<file path="config.mk">
export PLATFORM = sky130hd
export DESIGN_NAME = fifo_rd_stream
export DESIGN_NICKNAME = d
export VERILOG_FILES = /design/src/rtl/fifo_rd_stream.sv
export SDC_FILE = /design/constraint.sdc
export NUM_CORES = 1
export LEC_CHECK = 0
export CAP_MARGIN = 20
export CORE_MARGIN = 1.5
export CORE_UTILIZATION = 55
export DETAILED_ROUTE_END_ITERATION = 8
export GPL_TIMING_DRIVEN = 0
export PLACE_DENSITY = 0.79
export SLEW_MARGIN = 5
export SYNTH_ARGS = -nofsm -noshare
export SYNTH_HDL_FRONTEND = slang
export SYNTH_SLANG_ARGS = --single-unit
export TNS_END_PERCENT = 10
</file>
<file path="constraint.sdc">
create_clock -name rclk -period 6.95 [get_ports rclk]
set_input_delay 0.695 -clock rclk [delete_from_list [all_inputs] [get_ports rclk]]
set_output_delay 0.695 -clock rclk [all_outputs]
set_load 0.01 [all_outputs]
</file>
<file path="src/rtl/fifo_rd_stream.sv">
// rtl/fifo_rd_stream.sv - registered valid/ready read stage behind a dual-clock FIFO
// Optional beat counter output enabled by macro RD_STREAM_CNT_EN.
module fifo_rd_stream #(
  parameter int DSIZE = 8
) (
  input  logic             rclk,
  input  logic             rrst,
  input  logic             fifo_rempty,
  input  logic [DSIZE-1:0] fifo_rdata,
  output logic             fifo_rinc,
  input  logic             flush,
  output logic             m_valid,
  input  logic             m_ready,
  output logic [DSIZE-1:0] m_data,
`ifdef RD_STREAM_CNT_EN
  output logic [15:0]      beat_cnt,
`endif
  output logic [1:0]       occupancy
);

  logic [1:0]       count;
  logic [1:0]       count_next;
  logic             wr_sel;
  logic             rd_sel;
  logic             wr_sel_next;
  logic             rd_sel_next;
  logic [DSIZE-1:0] buf0;
  logic [DSIZE-1:0] buf1;
  logic [DSIZE-1:0] data_next;
  logic             push;
  logic             pop;

  // Read the FIFO only from registered state so m_ready never reaches fifo_rinc.
  always_comb begin
    push = ~rrst & ~fifo_rempty & ~flush & (count != 2'd2);
    pop  = m_valid & m_ready & ~flush;
  end

  assign fifo_rinc = push;
  assign occupancy = count;

  // Next-state pointers and count; flush returns the buffer to an empty, aligned state.
  always_comb begin
    count_next  = count;
    wr_sel_next = wr_sel ^ push;
    rd_sel_next = rd_sel ^ pop;
    if (push && !pop) begin
      count_next = count + 2'd1;
    end else if (pop && !push) begin
      count_next = count - 2'd1;
    end
    if (flush) begin
      count_next  = 2'd0;
      wr_sel_next = 1'b0;
      rd_sel_next = 1'b0;
    end
  end

  // Head word as it will look after this edge; a push into the head slot bypasses the buffer.
  always_comb begin
    if (push && (wr_sel == rd_sel_next)) begin
      data_next = fifo_rdata;
    end else if (rd_sel_next) begin
      data_next = buf1;
    end else begin
      data_next = buf0;
    end
  end

  // Buffer storage, pointers, count and registered stream outputs.
  always_ff @(posedge rclk or posedge rrst) begin
    if (rrst) begin
      count   <= 2'd0;
      wr_sel  <= 1'b0;
      rd_sel  <= 1'b0;
      buf0    <= '0;
      buf1    <= '0;
      m_valid <= 1'b0;
      m_data  <= '0;
    end else begin
      if (push && !wr_sel) begin
        buf0 <= fifo_rdata;
      end
      if (push && wr_sel) begin
        buf1 <= fifo_rdata;
      end
      count   <= count_next;
      wr_sel  <= wr_sel_next;
      rd_sel  <= rd_sel_next;
      m_valid <= (count_next != 2'd0);
      m_data  <= data_next;
    end
  end

`ifdef RD_STREAM_CNT_EN
  // Count delivered beats; wraps naturally and ignores flush.
  always_ff @(posedge rclk or posedge rrst) begin
    if (rrst) begin
      beat_cnt <= 16'd0;
    end else if (pop) begin
      beat_cnt <= beat_cnt + 16'd1;
    end
  end
`endif

endmodule

</file>
# Word level (Yosys, flattened, before mapping)
# Cells that the tools add are included.
word_totals:
  wordCells: 37
  output_inout_bits: 12
  register_bits: 29
classes:
  n_reduce_logical: 9
  n_bitwise: 10
  mux: 7
  n_eq_ne: 2
  add_sub_neg: 2
ops:
  columns: ["operator", "n"]
  rows:
  - ["$mux W8", 2]
  - ["$mux W2", 3]
  - ["$and A1 B1 Y1", 5]
  - ["$logic_and A1 B1 Y1", 5]
  - ["$logic_not A1 Y1", 3]
  - ["$not A1 Y1", 3]
  - ["$add A2 B1 Y2 const B", 1]
  - ["$mux W1", 2]
  - ["$ne A2 B2 Y1 const B", 1]
  - ["$reduce_bool A2 Y1", 1]
  - ["$sub A2 B1 Y2 const B", 1]
  - ["$xor A1 B1 Y1", 2]
  - ["$eq A1 B1 Y1", 1]

# Depth between registers and ports, before layout
depth:
  word_depth: 10
  ltp_mapped: 10
  ltp_nobuf: 7

# Worst setup path before layout
# Ideal clock, no wire load.
synth_timing:
  path_kind: "input-to-reg"
  start: "in fifo_rempty"
  end: "reg buf0[0]"
  t_required_ns: 6.822
  path_buffers: 3
  slack_ns: 4.470
  stages: 7
  arrival_ns: 2.352
  path_cell_list: "or4_1 > buf_6 > inv_12 > buf_12 > ha_1 > clkbuf_1 > mux2_1"
synth_via:
  elab_chain_cells: 5
synth_rtl:
  columns: ["element", "line", "text"]
  rows:
  - ["start, declared", "8", "input logic fifo_rempty,"]
  - ["$not A1 Y1", "35", "push = ~rrst & ~fifo_rempty & ~flush & (count != 2'd2);"]
  - ["$and A1 B1 Y1 (3 in a row)", "35", null]
  - ["net fifo_rinc", "10", "output logic fifo_rinc,"]
  - ["$logic_and A1 B1 Y1", "81", "if (push && !wr_sel) begin"]
  - ["end signal, assigned", "82", "buf0 <= fifo_rdata;"]
  - ["end, declared", "27", "logic [DSIZE-1:0] buf0;"]
# The timed path passes the listed nets, and every way through them passes these cells.
# A chain may end at the register's enable or synchronous reset.

# Worst setup path after layout
layout_timing:
  start: "in flush"
  end: "out fifo_rinc"
layout_via:
  elab_chain_cells: 3
layout_rtl:
  columns: ["element", "line", "text"]
  rows:
  - ["start, declared", "11", "input logic flush,"]
  - ["$not A1 Y1", "35", null]
  - ["$and A1 B1 Y1 (2 in a row)", "35", null]
  - ["end, declared", "10", null]
# No other way between the ends.

==> results.sh <==
export IMPL_max_freq_mhz=302
export IMPL_finalClockSkew_ns=0.00515
export IMPL_viasPerCell=5.58
export IMPL_ctsHoldBuffers=0
export IMPL_cts_max_level=2
export IMPL_syn_inst=127
export IMPL_remaining_drc_errors=0
export IMPL_grt_ovfl_total=0
export IMPL_yosysTopAreaCell="dfrtp_1"
export IMPL_core_area_mm2=0.00250
export IMPL_max_slew_margin=0.649
export IMPL_clk_latency_ns=0.32
export IMPL_initial_core_util=0.582
export IMPL_dr_pass1_iters=4
export IMPL_setup_violations=0
export IMPL_cts_setup_buffers=0
export IMPL_tns_ns=0
export IMPL_place_inst=181
export IMPL_ys_seq_area_frac=0.499
export IMPL_slew_violations=0
export IMPL_root_buffer="clkbuf_4"
export IMPL_status="finished clean"
export IMPL_dp_hpwl_um=1850
export IMPL_crit_type="in2out"
export IMPL_die_x_um=54.4
export IMPL_p_per_area_mw_per_mm2=262
export IMPL_antenna_found_initial=0
export IMPL_cp_start_kind="primary input"
export IMPL_synth_area_mm2=0.00146
export IMPL_yosys_warnings=0
export IMPL_clock_sinks=29
export IMPL_synth_top_area_frac=0.499
export IMPL_ys_top_cells_by_area="dfrtp_1 50%, mux2_1 9.3%, mux2i_1 6.2%"
export IMPL_nets=175
export IMPL_crit_fanout=12
export IMPL_grt_max_degree=30
export IMPL_wl_per_cell_um=14.3
export IMPL_fin_cells=190
export IMPL_diodes=0
export IMPL_cap_violations=0
export IMPL_critPathCaptureType="output port"
export IMPL_leakagePower_nw=0.836
export IMPL_avgSynthCellArea_um2=11.5
export IMPL_num_vias=1061
export IMPL_die_h_um=54.4
export IMPL_worst_ep_required_time_ns=6.25
export IMPL_wirelength_um=2720
export IMPL_synth_fp_nets=143
export IMPL_clockBufferDepth=2
export IMPL_ctsResizeCount=0
export IMPL_cts_tree="built"
export IMPL_grt_total_usage=0.209
export IMPL_numPortBuffers=24
export IMPL_clk_pin_slew_worst_paths_ns=0.08
export IMPL_grt_pass1_wl_um=4260
export IMPL_yosys_register_bits=29
export IMPL_min_period_over_period=0.477
export IMPL_worstMarginPinSlew_ns=0.527
export IMPL_final_common_cell="dfrtp_1"
export IMPL_place_congestion=0.693
export IMPL_grt_pass1_vias=941
export IMPL_ant_nets=0
export IMPL_peakVddDrop_v=0.000190
export IMPL_drive_gt1_frac=0.113
export IMPL_fin_hold_ws_ns=0.488
export IMPL_cts_buffers=5
export IMPL_hold_path_class="reg2reg"
export IMPL_hold_viol=0
export IMPL_synth_cell_types=31
export IMPL_syn2layout_area_growth_pct=24.3
export IMPL_row_count=18
export IMPL_drt_iter0_drc=16
export IMPL_crit_arrival_ns=2.62
export IMPL_fill_cells=174
export IMPL_die_area_mm2=0.00296
export IMPL_num_io_pins=25
export IMPL_rsz0062_at_grt="false"
export IMPL_final_cell_mix="29 x dfrtp_1, 24 x clkdlybuf4s50_1, 12 x mux2_1, 9 x nor2_1, 9 x mux2i_1"
export IMPL_layout_min_cycle_time_ns=3.31
## sequential cells by signal, summed over array words and instances (netlist names)
name,cells
buf0,8
buf1,8
m_data,8
m_valid,1
occupancy,2
rd_sel,1
wr_sel,1
## layer usage
metal,up-vias,track usage,part of all wire
met4,0,0.0625,0.011
met1,519,0.254,0.44
met5,-,0,0
met3,3,0.0738,0.049
met2,28,0.347,0.50
li1,511,-,-
## report_power, final
part	switching [W]	leakage, nW	internal (W)
combinational	0.0000640	0.447	0.0000833
clock	0.0000543	0.0265	0.0000402
sequential	0.0000201	0.363	0.000213
total	0.000138	0.836	0.000336
## worst paths after layout
check / from / endpoint / slack (ns) / cells after the start
worst max-delay path: flush / fifo_rinc / 3.64 / 6
worst min-delay path: buf0[0]$_DFFE_PP0P_ / buf0[0]$_DFFE_PP0P_ / 0.49 / 1
worst max register to register: occupancy[0]$_DFF_PP0_ / buf0[4]$_DFFE_PP0P_ / 4.32 / 9
worst min register to register: buf0[0]$_DFFE_PP0P_ / buf0[0]$_DFFE_PP0P_ / 0.49 / 1
max in group asynchronous: rrst / m_data[0]$_DFF_PP0_ / 5.82 / 3
min in group asynchronous: rrst / m_data[3]$_DFF_PP0_ / 0.68 / 2
## Yosys cell counts, drive strengths merged
| master | number |
|---|---|
| a211oi | 8 |
| a21oi | 5 |
| a22o | 3 |
| and3 | 6 |
| buf | 3 |
| clkbuf | 4 |
| dfrtp | 29 |
| ha | 3 |
| inv | 8 |
| mux2 | 13 |
| mux2i | 9 |
| nand2 | 9 |
| nor2 | 10 |
| nor2b | 1 |
| nor3 | 1 |
| o21a | 3 |
| o21ai | 8 |
| or3 | 1 |
| or4 | 1 |
| xnor2 | 2 |
## area by class of cell
class                   instances  area (um^2)  area share
inverters                       8         42.5      0.0235
flip-flops and latches         29          726       0.401
clock buffers                   8         48.8      0.0270
multi-input cells              83          632       0.349
well taps                      30         37.5      0.0207
repair buffers                 25          268       0.148
plain buffers                   7         55.1      0.0304
## metrics by stage
stage | power (W) | utilization | worst slack (ns) | cell area, um^2
6_report | 0.000475 | 0.724 | 3.64 | 1810
5_1_grt | 0.000509 | 0.724 | 3.56 | 1810
4_1_cts | 0.000479 | 0.713 | 3.62 | 1780
3_5_place_dp | 0.000383 | 0.693 | 3.63 | 1730
3_3_place_gp | 0.000376 | 0.693 | 3.66 | 1730
2_1_floorplan | 0.000318 | - | 4.47 | 1460
## logic make-up after synthesis
family	count (synthesis)	synth area share
buffers and inverters	15	0.0671
muxes	22	0.163
AOI/OAI and AO/OA	27	0.126
adders and majority gates	3	0.0258
and+or+nand+nor	29	0.108
DFF	29	0.499
xor gates and xnor gates	2	0.0120
## worst max-delay path, cell delays in order
cell,delay [ns]
clkdlybuf4s50_1,0.54
or4_1,0.47
buf_6,0.18
inv_12,0.08
buf_12,0.12
clkdlybuf4s50_1,0.53
No activity file was read; power rests on OpenSTA's default activity.
